**config.mk**
```make
export PLATFORM = sky130hd
export DESIGN_NAME = nrz_manchester_encoder_p
export DESIGN_NICKNAME = d
export VERILOG_FILES = /design/src/rtl/nrz_manchester_encoder_p.sv
export SDC_FILE = /design/constraint.sdc
export NUM_CORES = 1
export LEC_CHECK = 0
export ABC_AREA = 1
export BUFFER_PORTS_ARGS = -buffer_cell sky130_fd_sc_hd__buf_2
export CAP_MARGIN = 20
export CORE_AREA = 5 5 48 50
export CTS_CLUSTER_SIZE = 40
export DETAILED_ROUTE_END_ITERATION = 16
export DIE_AREA = 0 0 53 55
export HOLD_SLACK_MARGIN = 0.12
export PLACE_DENSITY = 0.7
export SYNTH_ARGS = -nofsm -noshare
export SYNTH_HDL_FRONTEND = slang
export SYNTH_SLANG_ARGS = --single-unit
```
**constraint.sdc**
```tcl
create_clock -name clock -period 1.3 [get_ports clock]
set_input_delay 0.065 -clock clock [delete_from_list [all_inputs] [get_ports clock]]
set_output_delay 0.065 -clock clock [all_outputs]
set_load 0.005 [all_outputs]
```
**src/rtl/nrz_manchester_encoder_p.sv**
```systemverilog
// Word-to-line Manchester / differential-Manchester encoder with a valid/ready input.
// The clock runs at twice the bit rate; every output is registered.
module nrz_manchester_encoder_p #(
  parameter int WIDTH      = 8,
  parameter bit MSB_FIRST  = 1'b1,
  parameter bit IDLE_LEVEL = 1'b0
) (
  input  logic             clock,
  input  logic             reset,
  input  logic [WIDTH-1:0] data_in,
  input  logic             data_valid,
  input  logic             mode,
  output logic             data_ready,
  output logic             b_out,
  output logic             b_out_en,
  output logic             word_done
);

  localparam int CNT_W = $clog2(WIDTH);
  localparam logic [CNT_W-1:0] LAST = CNT_W'(WIDTH - 1);

  typedef enum logic [1:0] {IDLE, H1, H2} state_t;

  state_t           state_q, state_d;
  logic [CNT_W-1:0] bit_cnt_q, bit_cnt_d;
  logic [WIDTH-1:0] shreg_q, shreg_d;
  logic [WIDTH-1:0] shreg_adv;
  logic             mode_q, mode_d;
  logic             b_out_q, b_out_d;
  logic             b_out_en_q, b_out_en_d;
  logic             word_done_q, word_done_d;
  logic             last_bit;
  logic             xfer;

  // The bit on air is always kept at the head end of the shift register.
  function automatic logic head(input logic [WIDTH-1:0] w);
    return MSB_FIRST ? w[WIDTH-1] : w[0];
  endfunction

  // H1 level of a bit; lvl is the level of the half-bit currently on the line.
  function automatic logic h1_level(input logic bit_v, input logic diff, input logic lvl);
    return diff ? ~(bit_v ^ lvl) : bit_v;
  endfunction

  generate
    if (MSB_FIRST) begin : g_msb
      assign shreg_adv = {shreg_q[WIDTH-2:0], 1'b0};
    end else begin : g_lsb
      assign shreg_adv = {1'b0, shreg_q[WIDTH-1:1]};
    end
  endgenerate

  assign last_bit   = (bit_cnt_q == LAST);
  assign data_ready = (state_q == IDLE) || ((state_q == H2) && last_bit);
  assign xfer       = data_valid && data_ready;

  always_comb begin
    state_d   = state_q;
    bit_cnt_d = bit_cnt_q;
    shreg_d   = shreg_q;
    mode_d    = mode_q;
    b_out_d   = IDLE_LEVEL;
    if (xfer) begin
      // In IDLE b_out_q already sits at IDLE_LEVEL, so a new frame and a
      // back-to-back word both take their reference level from b_out_q.
      state_d   = H1;
      bit_cnt_d = '0;
      shreg_d   = data_in;
      mode_d    = mode;
      b_out_d   = h1_level(head(data_in), mode, b_out_q);
    end else begin
      case (state_q)
        IDLE: state_d = IDLE;
        H1: begin
          state_d = H2;
          b_out_d = ~b_out_q;
        end
        H2: begin
          if (!last_bit) begin
            state_d   = H1;
            bit_cnt_d = bit_cnt_q + 1'b1;
            shreg_d   = shreg_adv;
            b_out_d   = h1_level(head(shreg_adv), mode_q, b_out_q);
          end else begin
            state_d = IDLE;
          end
        end
        default: state_d = IDLE;
      endcase
    end
    b_out_en_d  = (state_d != IDLE);
    word_done_d = (state_d == H2) && (bit_cnt_d == LAST);
  end

  always_ff @(posedge clock) begin
    if (reset) begin
      state_q     <= IDLE;
      bit_cnt_q   <= '0;
      shreg_q     <= '0;
      mode_q      <= 1'b0;
      b_out_q     <= IDLE_LEVEL;
      b_out_en_q  <= 1'b0;
      word_done_q <= 1'b0;
    end else begin
      state_q     <= state_d;
      bit_cnt_q   <= bit_cnt_d;
      shreg_q     <= shreg_d;
      mode_q      <= mode_d;
      b_out_q     <= b_out_d;
      b_out_en_q  <= b_out_en_d;
      word_done_q <= word_done_d;
    end
  end

  assign b_out     = b_out_q;
  assign b_out_en  = b_out_en_q;
  assign word_done = word_done_q;

endmodule

```
======== Word-level counts from Yosys, hierarchy flattened ========
Cells that the tools add are included.
storage, ports and cells
  word-level logic and storage cells ...... 41
  bits in registers ....................... 16
cells by class
  add/subtract/negate cells ............... 1
  muxes and demuxes ....................... 14
  equality and inequality tests ........... 6
  bitwise gates (word level) .............. 5
  reduce and logical (&&, ||, !) cells .... 8
operators by type and width
  operator                                                                  number
  7-bit two-way mux                                                         3
  3-bit two-way mux                                                         3
  3-bit == test (second input constant)                                     2
  1-bit two-way mux                                                         5
  2-bit == test (second input constant)                                     2
  2-bit case mux with 2 select lines                                        1
  2-bit nonzero test                                                        2
  3-bit by 1-bit adder with 3-bit output (second input constant)            1
  1-bit logical AND                                                         3
  1-bit inverter                                                            3
  2-bit by 1-bit == test with 1-bit output (second input constant)          1
  2-bit logical NOT                                                         1
  2-bit two-way mux                                                         1
  2-bit by 1-bit inequality test with 1-bit output (second input constant)  1
  1-bit case mux with 2 select lines                                        1
  2-bit AND reduction                                                       1
  1-bit bitwise XOR                                                         2
  1-bit logical OR                                                          1

======== Logic depth before layout (Yosys ltp) ========
Gate-level depths: netlist of run 1.
  depth after elaboration ................. 7
  mapped depth ............................ 9
  mapped depth without buffers ............ 9

======== Worst setup path before layout of run 1 ========
Ideal clock, no wire load.
  kind .................................... register -> register
  from .................................... register state_q[0]
  to ...................................... register shreg_q[1]
  required time ........................... 1168 ps
  stages on the path, launching flop included .. 10
  data arrival time ....................... 1130 ps
  path slack .............................. 38 ps
  period minus slack after synthesis ...... 1262 ps
  buffers on the path ..................... 1
  cell sequence ........................... dfxtp_1 > inv_1 > ha_1 > nand3_2 > nand2_4 > nand2_4 > buf_6 > nand2_1 > nand2_1 > a21oi_1
between the ends
  word-level cells in the longest chain between the ends .. 6
RTL lines
  what                                                                                                     line  source
  start: declaration                                                                                       24    state_t state_q, state_d;
  start signal: assignment                                                                                 105   state_q <= state_d;
  2-bit == test                                                                                            54    assign data_ready = (state_q == IDLE) || ((state_q == H2) && last_bit);
  1-bit logical AND                                                                                        54
  1-bit logical OR (*)                                                                                     54
  via data_ready                                                                                           13    output logic data_ready,
  1-bit logical AND (*)                                                                                    55    assign xfer = data_valid && data_ready;
  2-bit by 1-bit inequality test with 1-bit output (no source line) or 2-bit nonzero test (tied branches)  n/a
  2-bit AND reduction (no source line)                                                                     n/a
  end signal: assignment                                                                                   107   shreg_q <= shreg_d;
  end: declaration                                                                                         26    logic [WIDTH-1:0] shreg_q, shreg_d;
The timed path passes the listed nets; every way through them passes the cells marked *.
A chain may end at the register's enable or synchronous reset.

======== Worst setup path after layout of run 1 ========
  from .................................... register state_q[0]
  to ...................................... output port data_ready
between the ends
  word-level cells in the longest chain between the ends .. 3
RTL lines
  what                  line
  2-bit == test         54
  1-bit logical AND     54
  1-bit logical OR (*)  54
  end: declaration      13
Mark *: on every way between the ends. The rest lies on a longest branch, timed or not.

==> impl_results.md, run 1 <==
* Cell type with the highest aggregate area in the netlist: dfxtp_1
* Post-synthesis share of cell area spent on full adders, half adders and majority gates at 7.622%
* Peak supply drop at about 0.60 mV
* Starting utilization of the core area at ~44%
* Number of warnings reported in the yosys synthesis log at 0
* Number of buffers created by CTS at 3
* Io pins at 16
* CP Data Required Time at 1.24 ns
* Floorplan die height at 55 um
* Non-filler cells in the finished layout at between 150 and 200
* CTS tree: done
* Die outline width at 53 um
* Initial antenna violation count at 0
* Reg-to-reg critical path endpoint: shreg_q[4]
* Clock tree root buffer cell: clkbuf_4
* Fraction of the mapped netlist area in compound gates at 7.927%
* Drt initial violations at 12
* Power per Cell Area at 985.0 nW/um2
* Count of maximum capacitance violations at 0
* Synthesized-area fraction occupied by xor and xnor cells at between 2 and 2.5%
* Maximum clock frequency at about 770 MHz
* Largest net degree at the start of global routing at 16
* Die area at 2915 um2
* Worst reg2reg path depth at 9
* Multiplexer share of the synthesized area at 0%
* Post-route fraction of the period consumed by the critical path at 99.75%
* Largest fanout of any net on the critical path at 4
* Worst Hold Class: input port to register
* Average cell area after synthesis at 7.328 um2
* Area growth from synthesis to final layout at 45.58%
* Wire length of the first global-routing pass at roughly 3.1 mm
* Total count of max-transition violations in the final report at 0
* Routability cong. at approximately 0.75
* Share of Yosys cell area claimed by the top area cell type at 39.02%
* Distinct cell type count after synthesis at 19
* Overall fraction of global-route tracks in use at 14.70%
* Final Total Pwr at 1177 uW
* Number of global-route vias before repair at 782
* Worst setup SP type: register
* Largest cells by area after synthesis: dfxtp_1 (39%), nand2_1 (15%), ha_1 (7.6%)
* Drt via density at around 4.7
* Area share of and/or/nand/nor cells after synthesis at 34.45%
* Setup repair after global routing missed its margin: yes
* Worst path arrival time at between 1 and 1.5 ns
* Count of vias placed by the detailed router at 817
* Minimum setup slack among reg-to-reg paths at 0.02 ns
* Post-detailed-routing wire length at 2.051 mm
* Final-stage net count at 164
* Worst Max-Slew Pin Slew at 0.3024 ns
* Combined area of the multi-input logic cells at ~500 um2
* Number of enable-type register cells in the synthesized netlist at 0
* Clk sink count at 16
* Async S/R FF share, synth at 0%
* Critical Path End Type: output pin
* Routed len/inst at 11.86 um
* Clock slew seen by the registers of the worst setup and hold paths at 0.10 ns
* Combinational family with the most area after synthesis: simple AND/OR/NAND/NOR gates
* Footprint of the flip-flops and latches at roughly 330 um2
* Portion of the post-synthesis area used by sequential elements at around 40%
* Deepest clock path buffer count at 2
* Final hold viol count at 0
* Placed Instances at roughly 160
* PortBufs at 15
* DRC violations left at 0
* Diodes inserted at 0
* Total leakage power at 0.0005454 uW
* Standard-cell rows at 16
* TritonRoute pass-1 iters at 4
* Startpoint of the lowest-slack register-to-register path: state_q[0]
* H-tree levels at 1
* Worst Skew at 0.008375 ns
* Mapped Cells at 112
* Source of the critical timing path: state_q[0]
* Critical Setup Path Class: register to output pin
* Post-layout min period at about 1.3 ns
* Antenna viol nets, final at 0
* Most repeated cell in the gate-level netlist after synthesis: nand2_1
* Global route total overflow at 0
* Post-Syn Nets at between 100 and 150
* Insertion delay of the later-clocked pin in the worst-skew pair at between 0.2 and 0.3 ns
* Fill cell count at 164
* Yosys reg bits at 16
* Half-perimeter wire length of the detailed placement result at 1.239 mm
* Synthesized area at 820.8 um2
* Floorplan core area at 1862 um2
* Destination of the critical timing path: data_ready
* Outcome: finished, final reports clean
* Main synth FF type: dfxtp_1
* Final setup violating endpoints at 0
* Share of layout cells above drive strength 1 at 35.62%
* Tightest slew margin relative to the limit at between 70% and 80%
* Most frequent cells after synthesis: nand2_1 (33), dfxtp_1 (16), a21oi_1 (12)
-- routing by layer --
metal | routed length (um) | track usage [%] | up-vias
met2 | 1111 | 27.69 | 10
met4 | 31 | 7.660 | 0
li1 | - | - | 425
met1 | 859 | 15.28 | 378
met5 | 0 | 0 | -
met3 | 48 | 3.217 | 4
-- cells in the final DEF, fill, tap and decap left out, drive strengths merged, types with 2 or more instances in the layout --
cell type and instances:
dfxtp 16, ha 5, nor2 7, dlygate4sd3 6, nand3b 6, nor3 2, buf 28, nand2 35
clkbuf 4, inv 12, nand3 10, a21oi 12
-- worst min path at each step --
| stage | start | cells past startpoint | slack, ns | to |
|---|---|---|---|---|
| floorplan | reset | 1 | 0.13 | b_out_en |
| global placement | data_in[0] | 3 | 0.33 | shreg_q[0] |
| detailed placement | data_in[0] | 3 | 0.33 | shreg_q[0] |
| CTS | data_in[2] | 4 | 0.12 | shreg_q[2] |
| global route | data_in[2] | 4 | 0.14 | shreg_q[2] |
| finish | data_in[2] | 4 | 0.12 | shreg_q[2] |
-- stage by stage --
step	util [%]	instance area [um2]	setup TNS, ns	worst slack [ns]	hold slack [ns]
final	64.18	1195	0	0.003254	0.1203
after global routing	64.18	1195	-0.3007	-0.07675	0.1411
after CTS	60.69	1130	0	0.001117	0.1222
after detailed placement	51.95	967.2	-0.1007	-0.02633	0.3263
after global placement	51.95	967.2	-0.02131	-0.02131	0.3256
after floorplan	-	820.8	0	0.03766	0.1341
-- worst max-delay path, cell delays in order (launching register included) --
cell	delay, ns
dfxtp_2	0.36
inv_4	0.05
ha_4	0.17
nand3_4	0.06
nand2_4	0.07
buf_6	0.13
buf_6	0.10
-- cells by family after synthesis --
kind of cell,Yosys count
xor gates and xnor gates,2
DFF,16
adders and majority gates,5
AOI/OAI and AO/OA,13
and+or+nand+nor,60
buffers and inverters,16
-- final cells by class --
type                    instances  share of cell area [%]
repair buffers                 34                   21.68
multi-input cells              80                   40.84
inverters                      12                   4.398
clock buffers                   4                   3.037
flip-flops and latches         16                   27.23
well taps                      27                   2.827
-- what timing repair did --
item / CTS / global route
hold buffers: 6 / 0
gates cloned: 0 / 0
resized for setup: 14 / 13
pin swaps: 2 / 7
setup buffers: 4 / 3
endpoints found under the setup margin: 13 / 11
hold endpoints to repair: 6 / 0
-- report_power, final --
group	switching, uW	internal [uW]	total (uW)
sequential	20.8	525	546
combinational	146	152	298
clock	163	171	333
-- registers in the layout (all words and copies together) (netlist names) --
signal / cells
b_out: 1
b_out_en: 1
state_q: 2
mode_q: 1
word_done: 1
shreg_q: 7
bit_cnt_q: 3
Power figures use the tool's default switching activity.
==> run 2, diff against run 1 <==
--- a/config.mk
+++ b/config.mk
@@ -6,12 +6,12 @@
 export NUM_CORES = 1
 export LEC_CHECK = 0
 export ABC_AREA = 1
-export BUFFER_PORTS_ARGS = -buffer_cell sky130_fd_sc_hd__buf_2
+export BUFFER_PORTS_ARGS = -buffer_cell sky130_fd_sc_hd__buf_4
 export CAP_MARGIN = 20
-export CORE_AREA = 5 5 48 50
+export CORE_AREA = 5 5 47 49
 export CTS_CLUSTER_SIZE = 40
 export DETAILED_ROUTE_END_ITERATION = 16
-export DIE_AREA = 0 0 53 55
+export DIE_AREA = 0 0 52 54
 export HOLD_SLACK_MARGIN = 0.12
 export PLACE_DENSITY = 0.7
 export SYNTH_ARGS = -nofsm -noshare
==> constraint.sdc (replaced) <==
create_clock -name clock -period 1.7 [get_ports clock]
set_input_delay 0.085 -clock clock [delete_from_list [all_inputs] [get_ports clock]]
set_output_delay 0.085 -clock clock [all_outputs]
set_load 0.02 [all_outputs]
==> run 2 against run 1 <==
- utilization decreased by 8.0 points
- die area decreased by 3.7%
- critical path depth increased by 2
- clock power decreased by 24%
- sequential share of layout area increased by 4.1 points
- cell count decreased by 8.1%
==> impl_results.md, run 2 (synthesis results as in run 1) <==
* Outcome: finished, final reports clean
* Worst Skew at 0.004583 ns
* Initial antenna violation count at 0
* Register with the most flip-flops: shreg_q
* Die outline width at 52 um
* Insertion delay of the later-clocked pin in the worst-skew pair at between 0.2 and 0.3 ns
* Power per Cell Area at 812.8 nW/um2
* Max stage delay on crit path at 0.38 ns
* Post-detailed-routing wire length at 1.723 mm
* Worst path arrival time at 1.70 ns
* Highest-count cells in the layout ignoring fill and taps: nand2_1 (33), dfxtp_1 (16), buf_4 (16)
* Count of maximum capacitance violations at 0
* Worst hold slack after final layout at 0.1421 ns
* Total count of max-transition violations in the final report at 0
* Clock tree root buffer cell: clkbuf_4
* Final setup violating endpoints at 0
* Worst-path cell chain: inv_1 > ha_1 > nand2_1 > inv_1 > nand2_1 > nand2_1 > nand2_1 > a21oi_1
* DRC violations left at 0
* Count of vias placed by the detailed router at 745
* Post-layout min period at 1.515 ns
* Fill cell count at 178
* Diodes inserted at 0
* TritonRoute pass-1 iters at 4
* Post_cts resized at 0
* Final hold viol count at 0
* Most frequent cell on the critical path: nand2_1
* Footprint of the flip-flops and latches at 320.3 um2
* Wire length of the first global-routing pass at 2.939 mm
* Floorplan die height at 54 um
* Worst Hold Class: input port to register
* Worst setup SP type: register
* Final-stage net count at 150
* H-tree levels at 1
* Total leakage power at 0.0004853 uW
* Post-CTS setup buffer count at 0
* Worst Max-Slew Pin Slew at ~0.28 ns
* Number of global-route vias before repair at between 700 and 800
* Antenna viol nets, final at 0
* Number of buffers created by CTS at 3
* Critical Setup Path Class: register to register
* Global route total overflow at 0
* CP Data Required Time at 1.88 ns
* Routability cong. at 0.7988
* CTS tree: done
* Cts-stage hold buffer count at 4
* Combined area of the multi-input logic cells at 427.9 um2
* Share of layout cells above drive strength 1 at between 10% and 20%
* Setup repair after global routing missed its margin: no
* Peak supply drop at ~0.66 mV
* Final total negative setup slack at 0 ns
* Flip-flop count of the largest register after layout at 7
* Die area at 2808 um2
* Largest net degree at the start of global routing at 16
* Routed len/inst at 10.84 um
* Largest fanout of any net on the critical path at 8
* Clock slew seen by the registers of the worst setup and hold paths at 0.10 ns
* Maximum clock frequency at 660.2 MHz
* Critical Path End Type: register
* Starting utilization of the core area at 45.05%
* Standard-cell rows at 16
* Post-route fraction of the period consumed by the critical path at between 80% and 90%
* Drt initial violations at 8
* Floorplan core area at between 1500 and 2000 um2
* Half-perimeter wire length of the detailed placement result at 1.235 mm
* Leading cell type in the layout, fill and taps excluded: nand2_1
* Cell with the biggest individual delay on the critical path: dfxtp_1
* Drt via density at 4.686
* PortBufs at 15
* Deepest clock path buffer count at 2
* Area growth from synthesis to final layout at 24.69%
* Top Registers: shreg_q: 7 flops, bit_cnt_q: 3 flops, state_q: 2 flops
* Overall fraction of global-route tracks in use at 14.26%
* Io pins at 16
* Tightest slew margin relative to the limit at 81.51%
* Clk sink count at 16
[run 2: power breakdown]
group / switching (uW) / internal [uW] / total [uW]
registers: 14.6 / 400 / 415
clock network: 121 / 130 / 252
logic: 93.0 / 72.3 / 165
total: 229 / 603 / 832
[run 2: area by class of cell]
| type | count | area share (%) |
|---|---|---|
| multi-input cells | 80 | 41.81 |
| flip-flops and latches | 16 | 31.30 |
| repair buffers | 20 | 15.65 |
| inverters | 12 | 4.401 |
| clock buffers | 4 | 3.545 |
| well taps | 27 | 3.301 |
[run 2: final timing paths]
kind,startpoint,slack [ns],to,cells past startpoint
worst min-delay path,data_in[2],0.14,shreg_q[2],4
worst max-delay path,state_q[0],0.19,shreg_q[5],8
worst min register to register,shreg_q[0],0.49,shreg_q[0],2
worst max register to register,state_q[0],0.19,shreg_q[5],8
[run 2: per-stage QoR]
stage          std cells  power, uW  setup slack [ns]  util (%)  area, um2
2_1_floorplan        112      533.2            0.4018         -      820.8
6_report             159      831.9            0.1852     56.18       1023
3_5_place_dp         151      581.3            0.1899     51.99      947.2
4_1_cts              159      838.3            0.1802     56.18       1023
5_1_grt              159      875.7           0.01037     56.18       1023
3_3_place_gp         151      577.6            0.2365     51.99      947.2
[run 2: worst max-delay path: cells and delay by family, from the launching register on]
| family | cells | cell delay, ns |
|---|---|---|
| flops | 1 | 0.38 |
| buf+inv | 2 | 0.28 |
| compound gates | 1 | 0.06 |
| fa+ha+maj | 1 | 0.24 |
| simple gates | 4 | 0.46 |
[run 2: per-layer routing]
layer / global-route usage [%] / vias to the layer above / part of all wire [%]
met5: 0 / - / 0
met3: 6.371 / 4 / 5.9
met1: 14.45 / 328 / 43
met4: 4.367 / 0 / 1.1
met2: 26.15 / 17 / 49
li1: - / 396 / -
==> run 3, diff against run 2 <==
==> constraint.sdc (replaced) <==
create_clock -name clock -period 1.85 [get_ports clock]
set_input_delay 0.0925 -clock clock [delete_from_list [all_inputs] [get_ports clock]]
set_output_delay 0.0925 -clock clock [all_outputs]
set_load 0.02 [all_outputs]
==> run 3 against run 2 <==
- global-route usage is 0.23 points lower
- cell count down 0.63%
- clock-buffer cell count stayed put
- largest cell class unchanged
- largest power group unchanged
==> impl_results.md, run 3 (synthesis results as in run 1) <==
* Reg-to-reg critical path endpoint: shreg_q[1]
* Total leakage power at 0.0004811 uW
* Logic depth of the worst setup path including buffers at 8
* Worst Hold Class: input port to register
* Worst setup SP type: register
* Worst Skew at about 0.007 ns
* Overall fraction of global-route tracks in use at 14.04%
* Deepest clock path buffer count at 2
* Worst path arrival time at 1.79 ns
* Routed len/inst at slightly above 10 um
* Setup repair after global routing missed its margin: no
* Total count of max-transition violations in the final report at 0
* Largest fanout of any net on the critical path at 11
* Floorplan die height at 54 um
* Worst Max-Slew Pin Slew at 0.3766 ns
* Final hold viol count at 0
* Critical Setup Path Class: register to register
* Worst reg2reg path depth at 8
* Power per Cell Area at 754.3 nW/um2
* Most frequent cell on the critical path: nand2_1
* Number of buffers created by CTS at 3
* Half-perimeter wire length of the detailed placement result at 1.168 mm
* Starting utilization of the core area at 45.05%
* Flip-flop count of the largest register after layout at 7
* Highest-count cells in the layout ignoring fill and taps: nand2_1 (33), dfxtp_1 (16), buf_4 (15)
* Drt via density at 4.703
* Global route total overflow at 0
* Source of the critical timing path: state_q[0]
* Minimum setup slack among reg-to-reg paths at 0.26 ns
* Count of vias placed by the detailed router at between 700 and 800
* Post-detailed-routing wire length at 1.625 mm
* Insertion delay of the later-clocked pin in the worst-skew pair at 0.29 ns
* Floorplan core area at ~1800 um2
* TritonRoute pass-1 iters at 4
* Worst-path cell chain: inv_1 > ha_1 > nand2_1 > inv_1 > nand2_1 > nand2_1 > nand2_1 > a21oi_1
* Routability cong. at ~0.8
* Antenna viol nets, final at 0
* CP Data Required Time at ~2 ns
* Leading cell type in the layout, fill and taps excluded: nand2_1
* PortBufs at 15
* Wire length of the first global-routing pass at approximately 3 mm
* Critical Path End Type: register
* Number of global-route vias before repair at 719
* Largest net degree at the start of global routing at 16
* Tightest slew margin relative to the limit at 74.84%
* Die outline width at between 50 and 60 um
* Cts-stage hold buffer count at 4
* Number of stages on the worst hold path at 4
* Final total negative setup slack at 0 ns
* Post-layout min period at ~1.6 ns
* Clock tree root buffer cell: clkbuf_4
* Setup ws final at 0.2559 ns
* Peak supply drop at 0.4784 mV
* Final setup violating endpoints at 0
* Diodes inserted at 0
* Io pins at 16
* Post_cts resized at 0
* Buffering stage count on the worst path with inverters included at 2
* Area growth from synthesis to final layout at 23.78%
* Clk sink count at 16
* Count of maximum capacitance violations at 0
* Initial antenna violation count at 0
* Share of layout cells above drive strength 1 at approximately 18%
* Startpoint of the lowest-slack register-to-register path: state_q[0]
* Cell with the biggest individual delay on the critical path: dfxtp_1
* Register with the most flip-flops: shreg_q
* Maximum clock frequency at 627.3 MHz
* Max stage delay on crit path at 0.37 ns
* CTS tree: done
* Destination of the critical timing path: shreg_q[1]
* DRC violations left at 0
* Standard-cell rows at 16
* Placement-stage worst setup slack at 0.2612 ns
* Post-CTS setup buffer count at 0
* Fill cell count at between 150 and 200
* Top Registers: shreg_q: 7 flops, bit_cnt_q: 3 flops, state_q: 2 flops
* Post-route fraction of the period consumed by the critical path at 86.17%
* Die area at 2808 um2
* Final-stage net count at between 100 and 150
* Outcome: finished, final reports clean
* Drt initial violations at 15
* H-tree levels at 1
* Clock slew seen by the registers of the worst setup and hold paths at 0.10 ns
* Kind of cell adding the most delay to the critical path: simple AND/OR/NAND/NOR gates
* Worst hold slack after final layout at 0.1357 ns
==> run 3: changes by cell type in the layout (fill, tap and decap cells not counted), sizes merged <==
cell  previous run  this run
buf             16        15
==> run 3: through the flow <==
stage                     power, uW  std cells  area (um2)  util [%]
after global routing          820.3        158        1016     55.77
after detailed placement      532.8        150       939.7     51.58
after floorplan               489.9        112       820.8         -
final                         766.4        158        1016     55.77
after global placement        530.1        150       939.7     51.58
after CTS                     776.4        158        1016     55.77
==> run 3: how the worst min path moves through the flow <==
stage / startpoint / end / slack (ns)
2_1_floorplan: reset / b_out_en / 0.16
3_3_place_gp: mode / mode_q / 0.36
3_5_place_dp: data_in[0] / shreg_q[0] / 0.37
4_1_cts: data_in[2] / shreg_q[2] / 0.13
5_1_grt: data_in[2] / shreg_q[2] / 0.15
6_report: data_in[2] / shreg_q[2] / 0.14
==> run 3: power by group <==
| part | leakage, uW | switching, uW | internal (uW) | total [uW] |
|---|---|---|---|---|
| Sequential | 0.000131 | 12.7 | 368 | 381 |
| Combinational | 0.000329 | 84.8 | 65.5 | 150 |
| Clock | 0.0000210 | 115 | 120 | 236 |
| Total | 0.000481 | 213 | 553 | 766 |
==> run 3: per-layer routing <==
metal	up-vias	GRT usage, %	part of all wire, %
li1	393	-	-
met1	328	16.33	44
met2	20	23.43	47
met3	2	6.371	7.4
met4	0	3.493	0.80
met5	-	0	0
==> run 3: layout make-up <==
| class | count | area (um2) | share of cell area [%] |
|---|---|---|---|
| Inverter | 12 | 45.04 | 4.434 |
| Timing Repair Buffer | 19 | 152.6 | 15.02 |
| Multi-Input combinational cell | 80 | 427.9 | 42.12 |
| Clock buffer | 4 | 36.28 | 3.571 |
| Sequential cell | 16 | 320.3 | 31.53 |
| Tap cell | 27 | 33.78 | 3.325 |
==> run 3: worst register-to-register path, cell delays in order (launching register included) <==
cell,delay [ns]
dfxtp_1,0.37
inv_1,0.07
ha_1,0.23
nand2_1,0.31
inv_1,0.23
nand2_1,0.12
nand2_1,0.06
nand2_1,0.06
a21oi_1,0.05
